--- config.mk ---
export PLATFORM = sky130hd
export DESIGN_NAME = pipe_skid_buf
export DESIGN_NICKNAME = d
export VERILOG_FILES = /design/src/rtl/pipe_pkg.sv /design/src/rtl/reg_nb.sv /design/src/rtl/pipe_skid_buf.sv
export SDC_FILE = /design/constraint.sdc
export NUM_CORES = 1
export LEC_CHECK = 0
export CAP_MARGIN = 20
export CELL_PAD_IN_SITES_DETAIL_PLACEMENT = 1
export CELL_PAD_IN_SITES_GLOBAL_PLACEMENT = 2
export CORE_MARGIN = 1.5
export CORE_UTILIZATION = 35
export DETAILED_ROUTE_END_ITERATION = 12
export MAX_ROUTING_LAYER = met4
export PLACE_DENSITY = 0.91
export RECOVER_POWER = 50
export SYNTH_ARGS = -nofsm -noshare
export SYNTH_HDL_FRONTEND = slang
export SYNTH_SLANG_ARGS = --single-unit
--- constraint.sdc ---
create_clock -name clk -period 3.2 [get_ports clk]
set_clock_uncertainty 0.05 [all_clocks]
set_input_delay 0.32 -clock clk [delete_from_list [all_inputs] [get_ports clk]]
set_output_delay 0.32 -clock clk [all_outputs]
set_load 0.005 [all_outputs]
--- src/rtl/pipe_pkg.sv ---
// Shared definitions for the OTTER inter-stage skid buffer.
// Holds the buffer state encoding and its depth.
package pipe_pkg;

    // Buffer occupancy: main register empty, main only, or main plus skid.
    typedef enum logic [1:0] {
        EMPTY = 2'b00,
        BUSY  = 2'b01,
        FULL  = 2'b10
    } skid_state_t;

    // Number of words the buffer can hold (main + skid).
    localparam int SKID_DEPTH = 2;

endpackage

--- src/rtl/reg_nb.sv ---
// Generic n-bit loadable register with asynchronous active-high clear.
// Loads data_in on a rising clk edge when ld is high; otherwise holds.
module reg_nb #(
    parameter int           n       = 32,
    parameter logic [n-1:0] RST_VAL = {n{1'b0}}
) (
    input  logic         clk,
    input  logic         clr,
    input  logic         ld,
    input  logic [n-1:0] data_in,
    output logic [n-1:0] data_out
);

    logic [n-1:0] data_r;

    // Storage element: async clear to RST_VAL, load on ld, else hold.
    always_ff @(posedge clk or posedge clr) begin
        if (clr) begin
            data_r <= RST_VAL;
        end else if (ld) begin
            data_r <= data_in;
        end else begin
            data_r <= data_r;
        end
    end

    assign data_out = data_r;

endmodule

--- src/rtl/pipe_skid_buf.sv ---
// Two-entry valid/ready skid buffer between OTTER pipeline stages.
// in_ready and out_valid are decoded purely from the registered state, so
// there is no combinational path from out_ready back to in_ready.
// Optional feature macro: PIPE_SKID_STALL_CNT_EN adds a saturating
// stall_cnt output counting cycles with out_valid=1 and out_ready=0.
module pipe_skid_buf
    import pipe_pkg::*;
#(
    parameter int           n       = 32,
    parameter logic [n-1:0] RST_VAL = {n{1'b0}}
) (
    input  logic         clk,
    input  logic         clr,
    input  logic         flush,
    input  logic [n-1:0] in_data,
    input  logic         in_valid,
    output logic         in_ready,
    output logic [n-1:0] out_data,
    output logic         out_valid,
`ifdef PIPE_SKID_STALL_CNT_EN
    output logic [31:0]  stall_cnt,
`endif
    input  logic         out_ready
);

    skid_state_t  state_r;
    skid_state_t  next_state_s;
    logic         out_valid_s;
    logic         in_ready_s;
    logic         in_fire_s;
    logic         out_fire_s;
    logic         main_ld_s;
    logic         skid_ld_s;
    logic [n-1:0] main_d_s;
    logic [n-1:0] skid_d_s;
    logic [n-1:0] main_q_s;
    logic [n-1:0] skid_q_s;

    assign in_fire_s  = in_valid & in_ready_s;
    assign out_fire_s = out_valid_s & out_ready;

    // State register: async clear to EMPTY.
    always_ff @(posedge clk or posedge clr) begin
        if (clr) begin
            state_r <= EMPTY;
        end else begin
            state_r <= next_state_s;
        end
    end

    // Next-state logic; flush squashes any same-cycle handshake.
    always_comb begin
        next_state_s = state_r;
        if (flush) begin
            next_state_s = EMPTY;
        end else begin
            case (state_r)
                EMPTY: begin
                    if (in_fire_s) begin
                        next_state_s = BUSY;
                    end else begin
                        next_state_s = EMPTY;
                    end
                end
                BUSY: begin
                    if (in_fire_s && !out_fire_s) begin
                        next_state_s = FULL;
                    end else if (!in_fire_s && out_fire_s) begin
                        next_state_s = EMPTY;
                    end else begin
                        next_state_s = BUSY;
                    end
                end
                FULL: begin
                    if (out_fire_s) begin
                        next_state_s = BUSY;
                    end else begin
                        next_state_s = FULL;
                    end
                end
                default: begin
                    next_state_s = EMPTY;
                end
            endcase
        end
    end

    // Handshake outputs decoded from state only.
    always_comb begin
        out_valid_s = 1'b0;
        in_ready_s  = 1'b1;
        case (state_r)
            EMPTY: begin
                out_valid_s = 1'b0;
                in_ready_s  = 1'b1;
            end
            BUSY: begin
                out_valid_s = 1'b1;
                in_ready_s  = 1'b1;
            end
            FULL: begin
                out_valid_s = 1'b1;
                in_ready_s  = 1'b0;
            end
            default: begin
                out_valid_s = 1'b0;
                in_ready_s  = 1'b1;
            end
        endcase
    end

    // Load enables and data muxes for main/skid; flush reloads RST_VAL.
    always_comb begin
        main_ld_s = 1'b0;
        skid_ld_s = 1'b0;
        main_d_s  = in_data;
        skid_d_s  = in_data;
        if (flush) begin
            main_ld_s = 1'b1;
            skid_ld_s = 1'b1;
            main_d_s  = RST_VAL;
            skid_d_s  = RST_VAL;
        end else begin
            case (state_r)
                EMPTY: begin
                    main_ld_s = in_fire_s;
                end
                BUSY: begin
                    main_ld_s = in_fire_s & out_fire_s;
                    skid_ld_s = in_fire_s & ~out_fire_s;
                end
                FULL: begin
                    main_ld_s = out_fire_s;
                    main_d_s  = skid_q_s;
                end
                default: begin
                    main_ld_s = 1'b0;
                    skid_ld_s = 1'b0;
                end
            endcase
        end
    end

    reg_nb #(.n(n), .RST_VAL(RST_VAL)) u_main (
        .clk      (clk),
        .clr      (clr),
        .ld       (main_ld_s),
        .data_in  (main_d_s),
        .data_out (main_q_s)
    );

    reg_nb #(.n(n), .RST_VAL(RST_VAL)) u_skid (
        .clk      (clk),
        .clr      (clr),
        .ld       (skid_ld_s),
        .data_in  (skid_d_s),
        .data_out (skid_q_s)
    );

    assign out_data  = main_q_s;
    assign out_valid = out_valid_s;
    assign in_ready  = in_ready_s;

`ifdef PIPE_SKID_STALL_CNT_EN
    logic [31:0] stall_cnt_r;

    // Saturating stall counter; cleared by clr only, flush leaves it alone.
    always_ff @(posedge clk or posedge clr) begin
        if (clr) begin
            stall_cnt_r <= 32'd0;
        end else if (out_valid_s && !out_ready && (stall_cnt_r != 32'hFFFF_FFFF)) begin
            stall_cnt_r <= stall_cnt_r + 32'd1;
        end else begin
            stall_cnt_r <= stall_cnt_r;
        end
    end

    assign stall_cnt = stall_cnt_r;
`endif

endmodule

* After elaboration in Yosys (flattened, before gate mapping)
Cells that the tools add are included.
** Storage, ports and cells
- Word-level logic and storage cells :: 31
- Output and inout port bits :: 34
- Input bits :: 37
- Register bits after elaboration :: 66
** Operators by class
- Equality and inequality tests :: 2
- Bitwise operators :: 5
- Reduce and logical (&&, ||, !) cells :: 6
- Multiplexer cells :: 15
** Operators with widths (number)
- 32-bit 2-to-1 mux :: 3
- 1-bit 2-to-1 mux :: 7
- 2-bit 2-to-1 mux :: 3
- 2-bit case mux with 3 select lines :: 1
- 1-bit AND :: 4
- 1-bit case mux with 3 select lines :: 1
- 2-bit by 1-bit == test with 1-bit output, second input constant :: 1
- 2-bit == test, second input constant :: 1
- 1-bit logical AND :: 2
- 1-bit zero test :: 2
- 2-bit zero test :: 1
- 2-bit OR reduction :: 1
- 1-bit NOT :: 1

* Logic depth before layout (Yosys ltp)
Gate-level depths: netlist of the first run.
- Depth after elaboration :: 9
- Depth in mapped cells :: 9
- Gate-level depth less buffers :: 8

* Hierarchy
From an unflattened synthesis of the first run, not the netlist that was laid out.
** Unflattened totals
- Cell total of the unflattened synthesis :: 269
- Area, all modules :: 3647.2 um2
** By module, submodules not included
- reg_nb :: area each 1348.8 um2, seq. area each 800.8 um2, cells an instance 69, times used 2
- pipe_skid_buf :: area each 949.7 um2, seq. area each 50.0 um2, cells an instance 131, times used 1

* Least setup slack after synthesis of the first run
No wires, ideal clock.
- Path kind :: flip-flop to flip-flop
- Start :: reg state_r[0]
- End :: reg u_main.data_r[20], in the netlist u_main.data_out[20]
- Setup time :: 0.149 ns
- Buffers on the path :: 1
- Arrival :: 1.782 ns
- Setup slack :: 1.219 ns
- Stages on the path, launching flop included :: 10
- Data required time :: 3.001 ns
- Clock period less this slack :: 1.981 ns
- Cell sequence :: dfrtp_1 inv_1 ha_1 nand2_1 inv_1 ha_1 a22oi_2 a21o_1 buf_6 a211oi_1
** Between the ends
- Cells in the longest elaborated chain, start to end :: 7
- Elaborated cells on any way between the ends :: 13
- Classes of those cells :: eq/ne: 2; mux: 6; bitwise: 3; reduce/logical: 2
** RTL lines
- start, declared :: RTL line pipe_skid_buf.sv:26 : skid_state_t state_r;
- start signal, assigned :: RTL line pipe_skid_buf.sv:47 : state_r <= next_state_s;
- 2-bit == test or 2-bit by 1-bit == test with 1-bit output (tied branches) :: RTL line pipe_skid_buf.sv:92 : case (state_r)
- 2-bit OR reduction (no line) *
- 1-bit 2-to-1 mux * :: RTL line pipe_skid_buf.sv:92
- net out_valid :: RTL line pipe_skid_buf.sv:19 : output logic out_valid,
- 1-bit AND * :: RTL line pipe_skid_buf.sv:40 : assign out_fire_s = out_valid_s & out_ready;
- 1-bit AND :: RTL line pipe_skid_buf.sv:129 : main_ld_s = in_fire_s & out_fire_s;
- 1-bit case mux with 3 select lines * :: RTL line pipe_skid_buf.sv:124 : case (state_r)
- 1-bit 2-to-1 mux * :: RTL line pipe_skid_buf.sv:118 : if (flush) begin
- end signal, assigned :: RTL line reg_nb.sv:21 : data_r <= data_in;
- end signal, assigned :: RTL line reg_nb.sv:23 : data_r <= data_r;
- end, declared :: RTL line reg_nb.sv:14 : logic [n-1:0] data_r;
The timed path passes the listed nets; every way through them passes the cells marked *.
A chain may end at the register's enable or synchronous reset.

* Worst setup path in the final report of the first run
- Start :: reg state_r[0]
- End :: out in_ready
** Between the ends
- Cells in the longest elaborated chain, start to end :: 2
** RTL lines
- 2-bit == test :: RTL line pipe_skid_buf.sv:92
- 1-bit 2-to-1 mux :: RTL line pipe_skid_buf.sv:92
- end, declared :: RTL line pipe_skid_buf.sv:17 : output logic in_ready,
Every way passes these cells.

==> results of run 1 <==
power by group through the flow:
stage,Sequential [uW],Combinational [uW],Clock (uW)
after floorplan,963,243,0
after global placement,969,451,0
after detailed placement,971,461,0
after CTS,957,464,620
after global routing,964,489,651
final,954,443,604
per-stage QoR:
stage               instances  utilization
global placement          437        0.440
floorplan                 277            -
detailed placement        437        0.440
CTS                       450        0.458
finish                    450        0.456
global route              450        0.456
final cells by class:
class	count	area, um2
sequential	66	1650
timing repair buffer	77	746
fill	974	4980
multi-input combinational	145	1340
clock buffer	13	159
tap	111	139
inverter	38	143
worst max path at each step:
stage	start	endpoint	slack, ns	cells past startpoint
after floorplan	clr	state_r[0]$_DFF_PP0_	1.18	1
final	state_r[0]$_DFF_PP0_	in_ready	0.79	5
after CTS	state_r[0]$_DFF_PP0_	in_ready	0.77	5
after global routing	clr	u_skid.data_out[13]$_DFFE_PP0P_	0.45	3
after detailed placement	out_ready	u_main.data_out[9]$_DFFE_PP0P_	0.82	8
after global placement	out_ready	u_main.data_out[6]$_DFFE_PP0P_	0.90	8
critical path, cell delays in order, from the launching register on:
cell	delay, ns
dfrtp_1	0.42
inv_1	0.10
ha_2	0.18
buf_4	0.45
inv_1	0.08
clkdlybuf4s50_1	0.46
metal layers:
| layer | GRT usage | wire length (um) | up-vias |
|---|---|---|---|
| li1 | - | - | 1133 |
| met1 | 0.248 | 3940 | 1284 |
| met2 | 0.304 | 4190 | 59 |
| met3 | 0.0295 | 354 | 10 |
| met4 | 0.0856 | 142 | 0 |
| met5 | - | 0 | - |
cells by family (layout without fill, tap and decap cells):
group / Yosys count / after routing
AOI/OAI and AO/OA: 101 / 101
adders and majority gates: 5 / 5
buffers and inverters: 66 / 128
DFF: 66 / 66
muxes: 32 / 32
and+or+nand+nor: 7 / 7
cells in the final DEF, fill, tap and decap left out, types with 2 or more instances in the layout:
cell             count
a211oi_1            57
a211oi_2             7
a22o_1              32
buf_4                6
clkbuf_1             2
clkbuf_8            11
clkdlybuf4s50_1     51
dfrtp_1             66
dlygate4sd3_1       18
ha_1                 4
inv_1               38
mux2_1              27
mux2_2               5
nand2_1              2
Yosys cell counts:
cell       n
nand3b_4   1
a32oi_1    1
a211oi_1  57
ha_1       5
clkbuf_2   1
mux2_1    27
nand2_1    2
and2b_1    1
inv_1     38
mux2_2     5
nand2b_1   1
a31oi_2    1
a22oi_2    1
buf_6      4
a311oi_1   1
a22o_1    32
clkbuf_1   8
a211oi_2   7
dfrtp_1   66
nor3_1     1
a21o_1     1
and4b_1    1
buf_2     15
registers in the layout, summed over array words and instances, names as in the netlist:
register	flops
u_main.data_out	32
u_skid.data_out	32
state_r	2
==> metrics.cfg, run 1 <==
[synthesis]
yosys_warnings = 0
synthAdderAreaFrac = 0.0191
synth_top_area_frac = 0.504
synth_mux_area_frac = 0.110
synth_top_family_by_area = compound AO/OA/AOI/OAI gates
synth_area_mm2 = 0.00327
avgSynthCellArea_um2 = 11.8
syn_nets = 319
synthXorXnorAreaFrac = 0
synth_area_leaders = dfrtp_1, a211oi_1, mux2_1
synth_cell_type_count = 23
seq_area_frac_synth = 0.504
synth-simple-area-share = 0.0172
syn_inst = 277
synth_compound_area_frac = 0.258
post-synth-top-area-cell = dfrtp_1
ys_ff_latch = 66

[clocking]
root_buffer = clkbuf_8
clk_pin_slew_worst_paths_ns = 0.06
cts_hold_buf = 0
htree_levels = 3
clk_latency_ns = 0.34
clock_path_buffers = 2
cts_setup_buffers = 0
cts_buffers = 9
clock_sinks = 66
cts_tree = built
ctsResizeCount = 0

[floorplan]
die_w_um = 99.7
die_h_um = 99.7
die_area_mm2 = 0.00995
core_mm2 = 0.00915
io_pins = 71
start_util = 0.358
rows = 35

[routing]
ant_nets = 0
dr.first_iter.drc_count = 81
routed_wl_mm = 8.63
vias_per_cell = 5.52
wl_per_cell_um = 19.2
num_vias = 2486
drtPass1Iterations = 4
drc_errors = 0

[power_and_ir_drop]
clkPwrFrac = 0.302
p_leak_uw = 0.00179
total_power_uw = 2000
internal-power_uw = 1450
combPwrFrac = 0.221
power_density_mw_per_mm2 = 480
net-switching-power_uw = 554
power_frac_seq = 0.477
vdd_ir_drop_max_v = 0.000178
swShare = 0.277

[worst_setup_path]
startpoint_type = register
cp.arrival_ns = 2.04
worstPathRequired_ns = 2.83
cp-end-kind = output port
reg2reg_slack_ns = 0.84
crit_type = register to output port
r2r_end = u_main.data_out[5]$_DFFE_PP0P_
r2r_cells = 9
worst_r2r_startpoint = state_r[0]$_DFF_PP0_
path_max_fanout = 36

[layout]
synthToLayoutAreaGrowth_pct = 27.5
nets = 379
n_antenna_cell = 0
stdcell_area_mm2 = 0.00417
layout-drive-gt1-share = 0.103

[sta]
relSlewSlack = 0.0892
fin_hold_ws_ns = 0.455
hold_viol = 0
rsz0062_at_grt = false
setup_violations = 0
fmax_ghz = 0.415
tns_ns = 0
setup_ws_ns = 0.788
finalCritPeriodShare = 0.754
finalCriticalPeriod_ns = 2.41
drv_slew = 0
worstMarginPinSlew_ns = 1.36

[hold_path]
min_path_cells = 1
worst_hold_path_type = register to register
holdCritStartpoint = u_skid.data_out[13]$_DFFE_PP0P_
hold_end = u_skid.data_out[13]$_DFFE_PP0P_

[placement]
place_hpwl_mm = 5.33
pre_cts_ws_ns = 0.821
dpl_cell_area_mm2 = 0.00403
portBuffers = 70
gp_congestion = 0.751

[global_route]
grt_pass1_vias = 2760
grt_max_degree = 37
antenna_found_initial = 0
grt.overflow.total = 0
grt_first_pass_wirelength_mm = 14.5
grt_usage = 0.193

[run]
maxCapViolations = 0

[status]
status = finished, final reports clean

Note: power is estimated with default switching activity, not from simulation.
==> run 2: changes to the inputs <==
--- a/config.mk
+++ b/config.mk
@@ -9,10 +9,10 @@
 export CELL_PAD_IN_SITES_DETAIL_PLACEMENT = 1
 export CELL_PAD_IN_SITES_GLOBAL_PLACEMENT = 2
 export CORE_MARGIN = 1.5
-export CORE_UTILIZATION = 35
+export CORE_UTILIZATION = 33
 export DETAILED_ROUTE_END_ITERATION = 12
 export MAX_ROUTING_LAYER = met4
-export PLACE_DENSITY = 0.91
+export PLACE_DENSITY = 0.87
 export RECOVER_POWER = 50
 export SYNTH_ARGS = -nofsm -noshare
 export SYNTH_HDL_FRONTEND = slang
==> constraint.sdc (replaced) <==
create_clock -name clk -period 2.4 [get_ports clk]
set_clock_uncertainty 0.05 [all_clocks]
set_input_delay 0.24 -clock clk [delete_from_list [all_inputs] [get_ports clk]]
set_output_delay 0.24 -clock clk [all_outputs]
set_load 0.005 [all_outputs]
==> metrics.cfg, run 2 (same netlist as run 1, synthesis figures left out) <==
[routing]
ant_nets = 0  ; unchanged
routed_wl_mm = 9.05  ; was 8.63 mm
dr.first_iter.drc_count = 101  ; was 81
wl_per_cell_um = 18.8  ; was 19.2 um
drtPass1Iterations = 4  ; unchanged
num_vias = 2507  ; was 2486
drc_errors = 0  ; unchanged
vias_per_cell = 5.20  ; was 5.52

[hold_path]
worst_hold_path_type = input port to register  ; was register to register
min_path_cells = 2  ; was 1
holdCritStartpoint = flush  ; was u_skid.data_out[13]$_DFFE_PP0P_
hold_end = u_main.data_out[28]$_DFFE_PP0P_  ; was u_skid.data_out[13]$_DFFE_PP0P_

[placement]
place_hpwl_mm = 6.12  ; was 5.33 mm
gp_congestion = 0.752  ; was 0.751
portBuffers = 70  ; unchanged

[worst_setup_path]
cp.arrival_ns = 2.50  ; was 2.04 ns
cp_top_family = compound AO/OA/AOI/OAI gates  ; was buffers and inverters
startpoint_type = register  ; unchanged
slowest_stage = dfrtp_1  ; was clkdlybuf4s50_1
crit_type = register to register  ; was register to output port
crit_chain = inv_1, ha_2, and2b_1, ha_1, a22oi_2, a21o_1, buf_4, a211oi_1  ; was inv_1, ha_2, buf_4, inv_1, clkdlybuf4s50_1
r2r_cells = 8  ; was 9
critPathMaxStageDelay_ns = 0.39  ; was 0.46 ns
path_max_fanout = 8  ; was 36
worst_r2r_startpoint = state_r[0]$_DFF_PP0_  ; unchanged
worstPathRequired_ns = 2.57  ; was 2.83 ns
r2r_end = u_main.data_out[1]$_DFFE_PP0P_  ; was u_main.data_out[5]$_DFFE_PP0P_
path_buf_inv = 2  ; was 4
cp-end-kind = register  ; was output port
reg2reg_slack_ns = 0.07  ; was 0.84 ns

[sta]
worstMarginPinSlew_ns = 0.967  ; was 1.36 ns
finalCritPeriodShare = 0.970
fmax_ghz = 0.429
finalCriticalPeriod_ns = 2.33
drv_slew = 0  ; unchanged
hold_viol = 0  ; unchanged
relSlewSlack = 0.355  ; was 0.0892
setup_violations = 0  ; unchanged

[layout]
layout-drive-gt1-share = 0.126  ; was 0.103
finish.utilization = 0.449  ; was 0.456
final_common_cell = dfrtp_1  ; unchanged
synthToLayoutAreaGrowth_pct = 32.8  ; was 27.5%
fillCellCount = 1041  ; was 974
nets = 386  ; was 379
n_antenna_cell = 0  ; unchanged
layout_common_cells = dfrtp_1, a211oi_1, clkdlybuf4s50_1  ; unchanged

[clocking]
cts_buffers = 9  ; unchanged
clock_sinks = 66  ; unchanged
clk_latency_ns = 0.35  ; was 0.34 ns
cts_tree = built  ; unchanged
root_buffer = clkbuf_8  ; unchanged
htree_levels = 3  ; unchanged
clk_pin_slew_worst_paths_ns = 0.08  ; was 0.06 ns
clock_path_buffers = 2  ; unchanged

[global_route]
grt_max_degree = 38  ; was 37
antenna_found_initial = 0  ; unchanged
grt_pass1_vias = 2776  ; was 2760
grt_first_pass_wirelength_mm = 14.6  ; was 14.5 mm
grt_usage = 0.190  ; was 0.193
grt.overflow.total = 0  ; unchanged

[power_and_ir_drop]
total_power_uw = 3050  ; was 2000 uW
power_density_mw_per_mm2 = 701  ; was 480 mW/mm2
vdd_ir_drop_max_v = 0.000238  ; was 0.000178 V
p_leak_uw = 0.00186  ; was 0.00179 uW

[floorplan]
io_pins = 71  ; unchanged
rows = 36  ; was 35
die_w_um = 103  ; was 99.7 um
core_mm2 = 0.00968  ; was 0.00915 mm2
start_util = 0.338  ; was 0.358
die_area_mm2 = 0.0105  ; was 0.00995 mm2
die_h_um = 103  ; was 99.7 um

[status]
status = finished, final reports clean  ; unchanged

[run]
maxCapViolations = 0  ; unchanged

## run 2: cell types whose count changed in the layout (fill, tap and decap cells not counted)
cell and change:
inv_6 +1, dlygate4sd3_1 -1, bufinv_16 +3, buf_8 +1, clkdlybuf4s50_1 +1, buf_12 +1
buf_4 +3, clkbuf_8 -2, clkinvlp_4 +2, clkbuf_1 +1
## run 2: worst max path at each step
stage	start	to	slack (ns)	cells past startpoint
global route	state_r[0]$_DFF_PP0_	u_main.data_out[1]$_DFFE_PP0P_	-0.005	9
detailed placement	in_valid	u_main.data_out[1]$_DFFE_PP0P_	-0.04	7
global placement	in_valid	u_main.data_out[8]$_DFFE_PP0P_	0.08	7
CTS	state_r[0]$_DFF_PP0_	u_main.data_out[1]$_DFFE_PP0P_	0.007	8
finish	state_r[0]$_DFF_PP0_	u_main.data_out[1]$_DFFE_PP0P_	0.07	8
floorplan	state_r[0]$_DFF_PP0_	u_main.data_out[20]$_DFFE_PP0P_	0.42	9
## run 2: worst reg2reg max path, stage by stage, from the launching register on
cell	delay, ns
dfrtp_1	0.39
inv_1	0.08
ha_2	0.19
and2b_1	0.31
ha_1	0.20
a22oi_2	0.10
a21o_1	0.32
buf_4	0.22
a211oi_1	0.35
## run 2: layout make-up
| cell class | instances | area, um2 | area share |
|---|---|---|---|
| Inverter | 38 | 143 | 0.0328 |
| Multi-Input combinational cell | 145 | 1340 | 0.307 |
| Clock buffer | 10 | 128 | 0.0293 |
| Timing Repair Buffer | 84 | 811 | 0.186 |
| Sequential cell | 66 | 1650 | 0.380 |
| Clock inverter | 6 | 114 | 0.0262 |
| Tap cell | 133 | 166 | 0.0383 |
## run 2: per-stage QoR
step                hold WS, ns  instance area [um2]  setup WS (ns)  cells  setup TNS (ns)
CTS                       0.149                 4360        0.00694    482               0
global route              0.204                 4350       -0.00507    482        -0.00507
detailed placement        0.438                 4120        -0.0398    466         -0.0452
global placement          0.432                 4120         0.0756    466               0
finish                    0.203                 4350         0.0711    482               0
floorplan                 0.323                 3270          0.419    277               0
## run 2: what timing repair did
item / in CTS / in global routing
hold buffers: 0 / 0
endpoints found under the setup margin: 0 / 5
gates resized for setup: 0 / 2
setup buffers: 0 / 0
## run 2: layer usage
metal	vias up	global-route usage	wire, um
met1	1287	0.247	4370
li1	1151	-	-
met4	0	0.0832	182
met5	-	-	0
met3	15	0.0258	265
met2	54	0.296	4240
## run 2: report_power, final
| group | total (uW) | internal (uW) | switching, uW |
|---|---|---|---|
| sequential | 1270 | 1210 | 56.6 |
| clock | 1160 | 694 | 463 |
| combinational | 624 | 322 | 302 |
| total | 3050 | 2230 | 822 |
